<file path="src/rtl/way_sel_pipe.sv">
// rtl/way_sel_pipe.sv - registered N-way tag compare / way select stage with victim choice.
// Optional multi-hit detection enabled by defining WAY_SEL_MULTIHIT_CHECK_EN.
module way_sel_pipe #(
    parameter int WAYS            = 4,
    parameter int LINE_SIZE_BYTES = 4,
    parameter int TAG_BITS        = 18,
    parameter int LRU_BITS        = 1,
    localparam int DATA_W         = LINE_SIZE_BYTES * 8,
    localparam int ENTRY_W        = 3 + LRU_BITS - 1 + TAG_BITS + DATA_W
) (
    input  logic                    i_clk,
    input  logic                    i_rst_n,
    input  logic                    i_valid,
    output logic                    o_ready,
    input  logic [WAYS*ENTRY_W-1:0] i_entries,
    input  logic [TAG_BITS-1:0]     i_tag,
    input  logic                    i_force,
    input  logic [WAYS-1:0]         i_sel,
    output logic                    o_valid,
    input  logic                    i_ready,
    output logic                    o_hit,
    output logic [WAYS-1:0]         o_hit_way,
    output logic [DATA_W-1:0]       o_data,
    output logic                    o_dirty,
    output logic [WAYS-1:0]         o_victim_way,
    output logic                    o_sel_err,
    output logic                    o_multi_hit
);

    logic [WAYS-1:0]   vld, lru_zero, dty, match, sel_way, victim;
    logic [DATA_W-1:0] sel_data;
    logic              sel_dirty, sel_hit, sel_err, sel_onehot;
    logic              m_found, inv_found, lru_found;
    logic              accept;

    assign o_ready = !o_valid || i_ready;
    assign accept  = i_valid && o_ready;

    assign sel_onehot = (i_sel != '0) && ((i_sel & (i_sel - WAYS'(1))) == '0);

    // Field extraction per way; entry layout from LSB is data, tag, dirty, lru, valid.
    always_comb begin
        vld      = '0;
        lru_zero = '0;
        dty      = '0;
        match    = '0;
        for (int w = 0; w < WAYS; w++) begin
            vld[w]      = i_entries[w*ENTRY_W + ENTRY_W - 1];
            lru_zero[w] = (i_entries[w*ENTRY_W + DATA_W + TAG_BITS + 1 +: LRU_BITS] == '0);
            dty[w]      = i_entries[w*ENTRY_W + DATA_W + TAG_BITS];
            match[w]    = vld[w] && (i_entries[w*ENTRY_W + DATA_W +: TAG_BITS] == i_tag);
        end
    end

    always_comb begin
        sel_way = '0;
        sel_hit = 1'b0;
        sel_err = 1'b0;
        m_found = 1'b0;
        if (i_force) begin
            if (sel_onehot) begin
                sel_way = i_sel;
                sel_hit = |(i_sel & vld);
            end else begin
                sel_err = 1'b1;
            end
        end else begin
            for (int w = 0; w < WAYS; w++) begin
                if (match[w] && !m_found) begin
                    sel_way[w] = 1'b1;
                    m_found    = 1'b1;
                end
            end
            sel_hit = m_found;
        end
    end

    // sel_way is one-hot or zero, so an AND-OR mux yields zero data on miss/error.
    always_comb begin
        sel_data  = '0;
        sel_dirty = 1'b0;
        for (int w = 0; w < WAYS; w++) begin
            sel_data  = sel_data | (i_entries[w*ENTRY_W +: DATA_W] & {DATA_W{sel_way[w]}});
            sel_dirty = sel_dirty | (dty[w] & sel_way[w]);
        end
    end

    always_comb begin
        victim    = '0;
        inv_found = 1'b0;
        lru_found = 1'b0;
        for (int w = 0; w < WAYS; w++) begin
            if (!vld[w] && !inv_found) begin
                victim    = '0;
                victim[w] = 1'b1;
                inv_found = 1'b1;
            end
        end
        if (!inv_found) begin
            for (int w = 0; w < WAYS; w++) begin
                if (lru_zero[w] && !lru_found) begin
                    victim[w] = 1'b1;
                    lru_found = 1'b1;
                end
            end
            if (!lru_found) begin
                victim[0] = 1'b1;
            end
        end
    end

    always_ff @(posedge i_clk or negedge i_rst_n) begin
        if (!i_rst_n) begin
            o_valid      <= 1'b0;
            o_hit        <= 1'b0;
            o_hit_way    <= '0;
            o_data       <= '0;
            o_dirty      <= 1'b0;
            o_victim_way <= '0;
            o_sel_err    <= 1'b0;
        end else if (accept) begin
            o_valid      <= 1'b1;
            o_hit        <= sel_hit;
            o_hit_way    <= sel_way;
            o_data       <= sel_data;
            o_dirty      <= sel_dirty;
            o_victim_way <= victim;
            o_sel_err    <= sel_err;
        end else if (i_ready) begin
            o_valid      <= 1'b0;
        end
    end

`ifdef WAY_SEL_MULTIHIT_CHECK_EN
    logic [4:0] hit_cnt;
    logic       multi_now, multi_sticky;

    always_comb begin
        hit_cnt = '0;
        for (int w = 0; w < WAYS; w++) begin
            hit_cnt = hit_cnt + {4'b0000, match[w]};
        end
        multi_now = !i_force && (hit_cnt > 5'd1);
    end

    always_ff @(posedge i_clk or negedge i_rst_n) begin
        if (!i_rst_n) begin
            multi_sticky <= 1'b0;
            o_multi_hit  <= 1'b0;
        end else if (accept) begin
            multi_sticky <= multi_sticky || multi_now;
            o_multi_hit  <= multi_sticky || multi_now;
        end
    end
`else
    assign o_multi_hit = 1'b0;
`endif

endmodule

</file>
<file path="config.mk">
export PLATFORM = sky130hd
export DESIGN_NAME = way_sel_pipe
export DESIGN_NICKNAME = d
export VERILOG_FILES = /design/src/rtl/way_sel_pipe.sv
export SDC_FILE = /design/constraint.sdc
export NUM_CORES = 1
export LEC_CHECK = 0
export BUFFER_PORTS_ARGS = -buffer_cell sky130_fd_sc_hd__buf_2
export CAP_MARGIN = 0
export CORE_ASPECT_RATIO = 0.6
export CORE_UTILIZATION = 37
export CTS_CLUSTER_SIZE = 25
export DETAILED_ROUTE_END_ITERATION = 6
export HOLD_SLACK_MARGIN = 0.05
export PLACE_DENSITY_LB_ADDON = 0.2
export SLEW_MARGIN = 20
export SYNTH_ARGS = -nofsm -noshare
export SYNTH_HDL_FRONTEND = slang
export SYNTH_SLANG_ARGS = --single-unit
</file>
<file path="constraint.sdc">
create_clock -name i_clk -period 1.4 [get_ports i_clk]
set_input_delay 0.28 -clock i_clk [delete_from_list [all_inputs] [get_ports i_clk]]
set_output_delay 0.28 -clock i_clk [all_outputs]
set_load 0.1 [all_outputs]
</file>
# After elaboration in Yosys (flattened, before gate mapping)
# Cells that the tools add are included.
[totals] inputBits=239 regBits=44 elab_cells=103 output_inout_bits=46
[op_classes] bitwise_logic=19 n_eq_ne=4 muxes=40 n_reduce_logical=32 n_addsub=1
[ops] op="$and 32x32->32" count=4
[ops] op="$or 32x32->32" count=3
[ops] op="$eq 18x18->1" count=4
[ops] op="$mux 1" count=34
[ops] op="$mux 4" count=4
[ops] op="$logic_and 1x1->1" count=15
[ops] op="$logic_not 1->1" count=12
[ops] op="$and 4x4->4" count=2
[ops] op="$and 1x1->1" count=4
[ops] op="$logic_not 4->1" count=1
[ops] op="$reduce_bool 4->1" count=1
[ops] op="$reduce_or 4->1" count=1
[ops] op="$sub 4x1->4 const B" count=1
[ops] op="$mux 3" count=1
[ops] op="$not 1->1" count=3
[ops] op="$or 1x1->1" count=3
[ops] op="$mux 2" count=1
[ops] op="$reduce_bool 2->1" count=1
[ops] op="$logic_or 1x1->1" count=1

# Longest topological paths before layout
# Gate-level depths: netlist of the first run.
[depth] ltp_word=24 mapped_depth=9 ltp_nobuf=7

# Worst setup path before layout of the first run
# Ideal clock, no wire load.
[synth_path] kind="reg2reg" start="reg o_valid" end="reg o_data[10]" period_less_slack_ps=3068 required_ps=1318 setup_time_ps=82 stages_incl_launch_ff=9 path_buffers=2 slack_ps=-1668 arrival_time_ps=2986 cell_sequence="dfrtp_1 -> nand2b_1 -> and2_1 -> clkbuf_1 -> o21ai_0 -> a31o_2 -> clkbuf_1 -> o21ai_0 -> a31oi_2"
[synth_via] elab_chain_len=3
[synth_lines] element="start, declared" line_no="19" text="output logic o_valid,"
[synth_lines] element="start signal, assigned" line_no="114" text="o_valid <= 1'b0;"
[synth_lines] element="start signal, assigned" line_no="122" text="o_valid <= 1'b1;"
[synth_lines] element="start signal, assigned" line_no="130" text="o_valid <= 1'b0;"
[synth_lines] element="$logic_not 1->1" line_no="36" text="assign o_ready = !o_valid || i_ready;"
[synth_lines] element="$logic_or 1x1->1" line_no="36"
[synth_lines] element="named net o_ready" line_no="14" text="output logic o_ready,"
[synth_lines] element="$logic_and 1x1->1" line_no="37" text="assign accept = i_valid && o_ready;"
[synth_lines] element="end signal, assigned" line_no="125" text="o_data <= sel_data;"
[synth_lines] element="end, declared" line_no="23" text="output logic [DATA_W-1:0] o_data,"
# The timed path passes the listed nets, and every way through them passes these cells.
# A chain may end at the register's enable or synchronous reset.

# Worst setup path in the final report of the first run
[layout_path] start="in i_entries[196]" end="reg o_data[13]"
[layout_via] elab_chain_len=7
[layout_lines] element="start, declared" line_no="15" text="input logic [WAYS*ENTRY_W-1:0] i_entries,"
[layout_lines] element="$eq 18x18->1" line_no="51" text="match[w] = vld[w] && (i_entries[w*ENTRY_W + DATA_W +: TAG_BITS] == i_tag);"
[layout_lines] element="$logic_and 1x1->1" line_no="51"
[layout_lines] element="$logic_and 1x1->1" line_no="69" text="if (match[w] && !m_found) begin"
[layout_lines] element="$mux 1" line_no="69"
[layout_lines] element="$mux 4" line_no="60" text="if (i_force) begin"
[layout_lines] element="$and 32x32->32" line_no="83" text="sel_data = sel_data | (i_entries[w*ENTRY_W +: DATA_W] & {DATA_W{sel_way[w]}});"
[layout_lines] element="$or 32x32->32" line_no="83"
# No other way between the ends.

==> impl_metrics.csv, run 1 <==
group,metric,value,unit
outcome,status,"finished, violations left",
outcome,failed_checks,"negative setup slack",
sta,layout_setup_ws,-0.693,ns
critical_path,path_cells,"buf_6 -> xor2_2 -> nor4_2 -> buf_4 -> nand4_1 -> nor4_4 -> a32o_2 -> buf_12 -> buf_8 -> nand2_1 -> a31oi_2",
synthesis,synth_largest_area_cell,"dfrtp_1",
synthesis,syn_avg_cell_area,8.78,um2
clocking,cts_buffers,5,
power_and_ir_drop,power_density,878,nW/um2
synthesis,synthesis.area,3850,um2
flow_run,maxCapViolCount,0,
clocking,htreeDepth,2,
floorplan,io_pins,285,
placement,place_congestion,0.953,
clocking,clock_latency,0.28,ns
synthesis,synth_xor_area_frac,0.166,
layout,seq_area,1100,um2
sta,setup_viol,39,
power_and_ir_drop,p_leak,3.16,nW
layout,areaGrowthSynthToFinish,75.4,%
clocking,clockRootBuffer,"clkbuf_16",
critical_path,cp_top_family,"simple AND/OR/NAND/NOR gates",
synthesis,synth.area.mux_share,0,
synthesis,synth_adder_area_share,0,
route,wirelength,18100,um
worst_hold_path,hp-class,"input pin to flop",
power_and_ir_drop,ir_worst_vdd,0.000711,V
synthesis,synthDistinctLibCells,41,
sta,slew_violations,0,
sta,fin_crit,2.09,ns
synthesis,synth-simple-area-share,0.169,
layout,drive_gt1_frac,0.585,
critical_path,critPathCaptureType,"flop",
route,vias,5010,
floorplan,start_util,0.386,
floorplan,chipHeight,81.1,um
critical_path,worstPathRequired,1.61,ns
critical_path,path_buf_inv,4,
sta,rsz0062_at_grt,"yes",
synthesis,ys_seq_area_frac,0.286,
synthesis,ys_top_cells_by_area,"dfrtp_1 29%, xnor2_1 10%, a22o_1 6.6%, xor2_1 6.4%, a221oi_1 5.5%",
global_routing,grtUsageTotal,0.320,
layout,final_cell_mix,"260 x buf_2, 43 x dfrtp_1, 42 x buf_4",
layout,final_core_util,0.677,
placement,dp_hpwl,13700,um
synthesis,synth_compound_area_frac,0.317,
route,drtIter0Drc,349,
route,drt_first_pass_iters,5,
layout,nNetsFinal,1006,
clocking,cts_tree,"built",
global_routing,grt-ovfl-total,0,
global_routing,grt_max_degree,41,
critical_path,crit_type,"input pin to flop",
critical_path,rrSetupSlack,-0.24,ns
layout,multi_input_area,2930,um2
synthesis,ys_warn_count,0,
sta,tns,-23.15,ns
route,antenna_left,0,
critical_path,slowest_delay,0.38,ns
sta,fmax,478,MHz
route,vias_per_cell,5.54,
clocking,clk_pin_slew,0.06,ns
placement,post-place-ws,-1.18,ns
clocking,clock_path_buffers,2,
power_and_ir_drop,total_power,5.94,mW
synthesis,synth_cells,439,
clocking,cts.sinks,44,
sta,finalCritPeriodShare,1.50,
synthesis,synth_top_family_by_area,"compound AO/OA/AOI/OAI gates",
layout,final_common_cell,"buf_2",
critical_path,cp_data_arrival_time,2.30,ns
global_routing,grt_pass1_vias,4787,
placement,io_buffers,283,
layout,stdcell_count,904,
synthesis,netlist.area_leader.share,0.286,
global_routing,grt_pass1_wl,26200,um
sta,hold_violations,0,
floorplan,rows,28,
floorplan,dieArea,10800,um2
route,wl_per_cell,20.0,um
synthesis,synth_nets,678,
placement,dp.cells,884,
layout,nFillCells,850,
global_routing,antenna_found_initial,2,
critical_path,start_kind,"input pin",
synthesis,synth_seq_cells,44,
sta,fin_skew,0.00228,ns
floorplan,fp.dieW,134,um
route,drcViolationCount,0,
floorplan,core,9980,um2
critical_path,critical-path-slowest-cell,"nor4_4",
critical_path,crit_fanout,6,
worst min-delay path: stages:
cell and delay [ns]:
buf_2 0.10, nand2_1 0.05, a31oi_1 0.06
sequential cells by signal (all words and copies together), names as in the netlist:
register / flops
o_dirty: 1
o_valid: 1
o_victim_way: 4
o_data: 32
o_hit_way: 4
o_sel_err: 1
o_hit: 1
area by class of cell:
class | instances | share of cell area
inverter | 2 | 0.00111
clock buffer | 6 | 0.0191
sequential | 44 | 0.163
clock inverter | 1 | 0.000740
timing repair buffer | 352 | 0.357
tap | 135 | 0.0250
antenna | 2 | 0.000740
multi-input combinational | 362 | 0.433
timing repair:
item	CTS	global route
gates cloned	3	3
hold buffers	1	0
pin swaps	10	66
gates resized for setup	41	67
endpoints found under the hold margin	13	0
setup buffers	3	4
endpoints found under the setup margin	41	45
path summary, 6_finish.rpt:
| path | start | end | cells after the start |
|---|---|---|---|
| worst max register to register | o_valid$_DFFE_PN0P_ | o_data[4]$_DFFE_PN0P_ | 7 |
| max in group asynchronous | i_rst_n | o_data[8]$_DFFE_PN0P_ | 3 |
| worst min register to register | o_victim_way[3]$_DFFE_PN0P_ | o_victim_way[3]$_DFFE_PN0P_ | 2 |
| worst max-delay path | i_entries[196] | o_data[13]$_DFFE_PN0P_ | 11 |
| worst min-delay path | i_entries[178] | o_data[19]$_DFFE_PN0P_ | 3 |
| min in group asynchronous | i_rst_n | o_data[11]$_DFFE_PN0P_ | 2 |
routing by layer:
layer | share of wire | wire length (um) | up-vias | global-route usage
met5 | 0 | 0 | - | 0
met4 | 0.014 | 259 | 0 | 0.0636
met3 | 0.097 | 1750 | 20 | 0.0755
met2 | 0.46 | 8280 | 265 | 0.519
met1 | 0.43 | 7770 | 2414 | 0.436
li1 | - | - | 2311 | -
through the flow:
stage                     hold WS [ns]  area, um2
after floorplan                -0.0156       3920
after global placement           0.226       6010
after detailed placement         0.240       6010
after CTS                        0.236       6390
after global routing             0.234       6760
final                            0.235       6760
Yosys cell counts (all sizes together):
library cell / count
a211oi: 1
a21oi: 2
a221oi: 33
a22o: 33
a22oi: 3
a31o: 1
a31oi: 34
a32o: 1
and2: 3
and3: 2
buf: 19
clkbuf: 12
conb: 1
dfrtp: 44
inv: 2
nand2: 52
nand2b: 3
nand3: 5
nand4: 16
nand4b: 3
nor2: 40
nor3: 4
nor3b: 1
nor4: 7
o211ai: 1
o21a: 1
o21ai: 41
or4: 1
xnor2: 45
xor2: 28
cells by family (layout without fill, tap and decap cells):
family,after synthesis,in the layout
other,1,3
DFF,44,44
xor gates and xnor gates,73,73
and+or+nand+nor,137,137
buffers and inverters,33,361
AOI/OAI and AO/OA,151,151
where the power goes:
group	leakage [nW]	internal, mW	switching [mW]	total, mW
clock	0.0667	0.650	0.478	1.13
sequential	0.552	1.44	0.129	1.57
combinational	2.54	1.07	2.17	3.24
total	3.16	3.16	2.78	5.94
No activity file was read; power rests on OpenSTA's default activity.
==> run 2: changes to the inputs <==
Settings changed: CAP_MARGIN 0 to unset, CTS_BUF_LIST set to sky130_fd_sc_hd__clkbuf_16.
==> run 2 against run 1 <==
Effect of this change:
- the run still ends with negative setup slack left
- utilization unchanged
- non-clock buffer count did not move
- die area unchanged
- routed wire length rose by 0.16%
- combinational power barely moved
- largest power group unchanged
==> impl_metrics.csv, run 2 (synthesis results as in run 1) <==
group,metric,value,unit
global_routing,grtUsageTotal,0.320,
clocking,cts.sinks,44,
route,drtIter0Drc,349,
critical_path,crit_fanout,6,
critical_path,worstPathRequired,1.61,ns
worst_hold_path,min_to,"o_data[19]$_DFFE_PN0P_",
global_routing,antenna_found_initial,2,
layout,largest_reg_flops,32,
critical_path,cp_top_family,"simple AND/OR/NAND/NOR gates",
clocking,clock_path_buffers,2,
placement,place_congestion,0.953,
critical_path,slowest_delay,0.38,ns
global_routing,grt_max_degree,41,
sta,finalCritPeriodShare,1.49,
sta,tns,-23.10,ns
clocking,clockRootBuffer,"clkbuf_16",
outcome,failed_checks,"negative setup slack",
global_routing,grt_pass1_wl,26200,um
placement,io_buffers,283,
critical_path,reg2reg_depth,7,
floorplan,chipHeight,81.1,um
route,routed.top_layer,"met4",
flow_run,maxCapViolCount,0,
route,drcViolationCount,0,
sta,rsz0062_at_grt,"yes",
critical_path,start_kind,"input pin",
floorplan,dieArea,10800,um2
clocking,htreeDepth,2,
sta,setup_viol,39,
floorplan,io_pins,285,
global_routing,grt-ovfl-total,0,
floorplan,start_util,0.386,
critical_path,regToRegEndpoint,"o_data[4]$_DFFE_PN0P_",
layout,final_common_cell,"buf_2",
sta,slew_violations,0,
layout,final_core_util,0.677,
route,vias_per_cell,5.54,
route,vias,5012,
route,wl_per_cell,20.0,um
layout,nNetsFinal,1006,
route,wl_met1,7800,um
critical_path,cp_data_arrival_time,2.30,ns
layout,areaGrowthSynthToFinish,75.4,%
sta,hold_ws,0.234,ns
clocking,clock_latency,0.28,ns
critical_path,rr_startpoint,"o_valid$_DFFE_PN0P_",
critical_path,critPathCaptureType,"flop",
placement,post-place-ws,-1.18,ns
route,met2_length,8270,um
critical_path,critical-path-slowest-cell,"nor4_4",
layout,stdcell_count,904,
route,antenna_left,0,
placement,dp_hpwl,13700,um
layout,reg.largest.list,"o_data: 32 flops, o_hit_way: 4 flops, o_victim_way: 4 flops",
critical_path,crit_type,"input pin to flop",
power_and_ir_drop,power_density,878,nW/um2
layout,final_cell_mix,"260 x buf_2, 43 x dfrtp_1, 42 x buf_4",
floorplan,core,9980,um2
critical_path,path_cells,"buf_6 -> xor2_2 -> nor4_2 -> buf_4 -> nand4_1 -> nor4_4 -> a32o_2 -> buf_12 -> buf_8 -> nand2_1 -> a31oi_2",
power_and_ir_drop,ir_worst_vdd,0.000711,V
route,wirelength,18100,um
route,route.met3.wl,1760,um
sta,layout_setup_ws,-0.690,ns
layout,drive_gt1_frac,0.585,
sta,fin_skew,0.00293,ns
sta,fin_crit,2.09,ns
critical_path,path_buf_inv,4,
power_and_ir_drop,p_leak,3.17,nW
route,drt_first_pass_iters,5,
global_routing,grt_pass1_vias,4787,
sta,fmax,478,MHz
floorplan,fp.dieW,134,um
critical_path,worst-path-stages,11,
critical_path,rrSetupSlack,-0.24,ns
worst_hold_path,min_from,"i_entries[178]",
outcome,status,"finished, violations left",
clocking,cts_tree,"built",
layout,largest-register,"o_data",
clocking,clk_pin_slew,0.06,ns
placement,dp.cells,884,
worst_hold_path,hp-class,"input pin to flop",
clocking,cts_buffers,5,
sta,hold_violations,0,
floorplan,rows,28,
worst_hold_path,hold_depth,3,
run 2: cell count changes in the layout (fill, tap and decap cells not counted):
cell / change
inv_1: +1
clkbuf_1: -1
run 2: stage by stage:
step | instance area, um2 | power, mW
detailed placement | 6010 | 4.61
global route | 6760 | 6.15
CTS | 6390 | 5.80
floorplan | 3920 | 3.46
finish | 6760 | 5.93
global placement | 6010 | 4.57
run 2: report_power, final:
group / switching (mW) / internal [mW] / leakage (nW)
clock: 0.480 / 0.642 / 0.0709
sequential: 0.129 / 1.44 / 0.552
combinational: 2.17 / 1.07 / 2.54
run 2: layout make-up:
class	count	area, um2
clock buffers	5	125
diodes	2	5.00
inverters	2	7.51
flip-flops and latches	44	1100
multi-input cells	362	2930
repair buffers	352	2410
fillers	850	3220
clock inverters	2	8.76
well taps	135	169
run 2: worst max path at each step:
stage | start | to
after global placement | i_tag[4] | o_data[5]$_DFFE_PN0P_
after global routing | i_entries[196] | o_data[15]$_DFFE_PN0P_
after CTS | i_tag[5] | o_data[8]$_DFFE_PN0P_
after floorplan | o_valid$_DFFE_PN0P_ | o_data[14]$_DFFE_PN0P_
final | i_entries[196] | o_data[13]$_DFFE_PN0P_
after detailed placement | i_tag[10] | o_data[8]$_DFFE_PN0P_
run 2: repair_timing:
action,4_1_cts,5_1_grt
setup buffers,3,4
hold buffers,1,0
resized for setup,41,67
setup endpoints to repair,41,45
pin swaps,10,66
hold endpoints to repair,13,0
cloned,3,3
run 2: tightest hold or removal path: cells and delay by family:
kind | cells | cell delay, ns
buffers and inverters | 1 | 0.10
AOI/OAI and AO/OA | 1 | 0.06
and+or+nand+nor | 1 | 0.05
run 2: routing by layer:
metal | up-vias | GRT usage
li1 | 2309 | -
met1 | 2414 | 0.436
met2 | 269 | 0.519
met3 | 20 | 0.0755
met4 | 0 | 0.0636
met5 | - | 0
==> run 3: changes to the inputs <==
Settings changed: CELL_PAD_IN_SITES_DETAIL_PLACEMENT set to 1, CELL_PAD_IN_SITES_GLOBAL_PLACEMENT set to 1, CORE_UTILIZATION 37 to 25.
==> run 3 against run 2 <==
Effect of this change:
- the run still ends with negative setup slack left
- routed wire length up 20%
- non-clock buffer count rose by 25
- clock skew up 0.0040 ns
- setup slack lost 0.12 ns
- clock-buffer cell count did not move
- critical path depth down 1
- first-iteration DRC count decreased by 17%
- register-to-register slack worse by 0.05 ns
- flip-flop and latch count did not move
- largest cell class unchanged
- sequential power barely moved
- hold slack got worse by 0.015 ns
==> impl_metrics.csv, run 3 (synthesis results as in run 1) <==
group,metric,value,unit
clocking,htreeDepth,2,
sta,hold_violations,0,
sta,fin_skew,0.00691,ns
clocking,clock_latency,0.29,ns
global_routing,grt-ovfl-total,0,
sta,layout_setup_ws,-0.810,ns
floorplan,core,14800,um2
clocking,clk_pin_slew,0.06,ns
outcome,failed_checks,"negative setup slack",
route,antenna_left,0,
layout,diodes,0,
floorplan,rows,34,
route,wl_per_cell,21.9,um
outcome,status,"finished, violations left",
route,vias,5104,
sta,slew_violations,0,
critical_path,crit_type,"input pin to flop",
floorplan,fp.dieW,162,um
layout,reg.largest.list,"o_data: 32 flops, o_hit_way: 4 flops, o_victim_way: 4 flops",
sta,fmax,452,MHz
sta,fin_crit,2.21,ns
flow_run,maxCapViolCount,0,
critical_path,critPathCaptureType,"flop",
floorplan,start_util,0.261,
critical_path,crit_fanout,8,
sta,finalCritPeriodShare,1.58,
layout,drive_gt1_frac,0.617,
layout,nNetsFinal,1031,
global_routing,grt_pass1_vias,5389,
critical_path,start_kind,"input pin",
clocking,clock_path_buffers,2,
global_routing,grt_pass1_wl,31100,um
route,drcViolationCount,0,
sta,rsz0062_at_grt,"yes",
clocking,clockRootBuffer,"clkbuf_16",
placement,io_buffers,283,
route,vias_per_cell,5.15,
layout,largest_reg_flops,32,
power_and_ir_drop,ir_worst_vdd,0.000549,V
worst_hold_path,hp-class,"input pin to flop",
power_and_ir_drop,power_density,834,nW/um2
critical_path,cp_data_arrival_time,2.42,ns
global_routing,antenna_found_initial,3,
clocking,cts.sinks,44,
layout,final_cell_mix,"253 x buf_2, 57 x buf_4, 43 x dfrtp_1",
layout,areaGrowthSynthToFinish,92.0,%
placement,dp_hpwl,16100,um
layout,stdcell_count,991,
route,wirelength,21700,um
clocking,cts_buffers,5,
placement,place_congestion,0.973,
layout,final_common_cell,"buf_2",
global_routing,grtUsageTotal,0.259,
power_and_ir_drop,p_leak,3.42,nW
placement,dp.cells,962,
floorplan,io_pins,285,
floorplan,dieArea,15900,um2
layout,largest-register,"o_data",
route,drt_first_pass_iters,4,
layout,final_area,7400,um2
sta,setup_viol,39,
placement,dpl_cell_area,6280,um2
critical_path,worstPathRequired,1.61,ns
route,drtIter0Drc,288,
global_routing,grt_max_degree,45,
sta,hold_ws,0.219,ns
clocking,cts_tree,"built",
floorplan,chipHeight,98.2,um
==> run 3: timing repair <==
action                                  4_1_cts  5_1_grt
hold buffers                                  1        0
gates cloned                                  6        4
resized for setup                            46      101
pin swaps                                    21       65
buffers inserted                              8        7
endpoints found under the setup margin       41       50
endpoints found under the hold margin        44        0
==> run 3: cell type report <==
type	count	area, um2
clock buffers	5	125
clock inverters	3	18.8
fillers	1755	7360
inverters	2	7.51
multi-input cells	362	3050
flip-flops and latches	44	1100
well taps	198	248
repair buffers	377	2840
==> run 3: worst max-delay path, cell delays in order <==
cell and delay, ns:
buf_2 0.15, xor2_2 0.22, nor4_2 0.31, nand4_1 0.26, nor4_4 0.36, a32o_2 0.26, buf_12 0.14, clkbuf_16 0.18
nand2_1 0.07, a31oi_2 0.17
==> run 3: worst paths after layout <==
check,start,endpoint,slack (ns),cells past startpoint
worst max-delay path,i_tag[3],o_data[5]$_DFFE_PN0P_,-0.81,10
worst min-delay path,i_valid,o_valid$_DFFE_PN0P_,0.22,2
worst max register to register,o_valid$_DFFE_PN0P_,o_hit_way[0]$_DFFE_PN0P_,-0.29,8
worst min register to register,o_hit_way[0]$_DFFE_PN0P_,o_hit_way[0]$_DFFE_PN0P_,0.50,1
max in group asynchronous,i_rst_n,o_valid$_DFFE_PN0P_,0.63,3
min in group asynchronous,i_rst_n,o_data[6]$_DFFE_PN0P_,0.51,3
==> run 3: metal layers <==
layer,vias up,GRT usage,part of all wire
met5,-,0,0.0015
met4,6,0.0399,0.0083
met3,20,0.0735,0.085
met2,202,0.399,0.44
met1,2514,0.363,0.46
li1,2362,-,-
==> run 3: per-stage QoR <==
stage	TNS (ns)	worst slack, ns	util	power (mW)
3_5_place_dp	-42.90	-1.23	0.425	4.66
4_1_cts	-25.82	-0.773	0.462	5.96
5_1_grt	-30.90	-0.914	0.501	6.44
6_report	-26.75	-0.810	0.501	6.17
2_1_floorplan	-21.44	-0.592	-	3.46
3_3_place_gp	-42.51	-1.19	0.425	4.61
==> run 3: report_power, final <==
part	leakage [nW]	internal, mW	total (mW)	switching [mW]
clock	0.0635	0.656	1.19	0.529
sequential	0.552	1.44	1.57	0.127
combinational	2.80	1.17	3.42	2.25
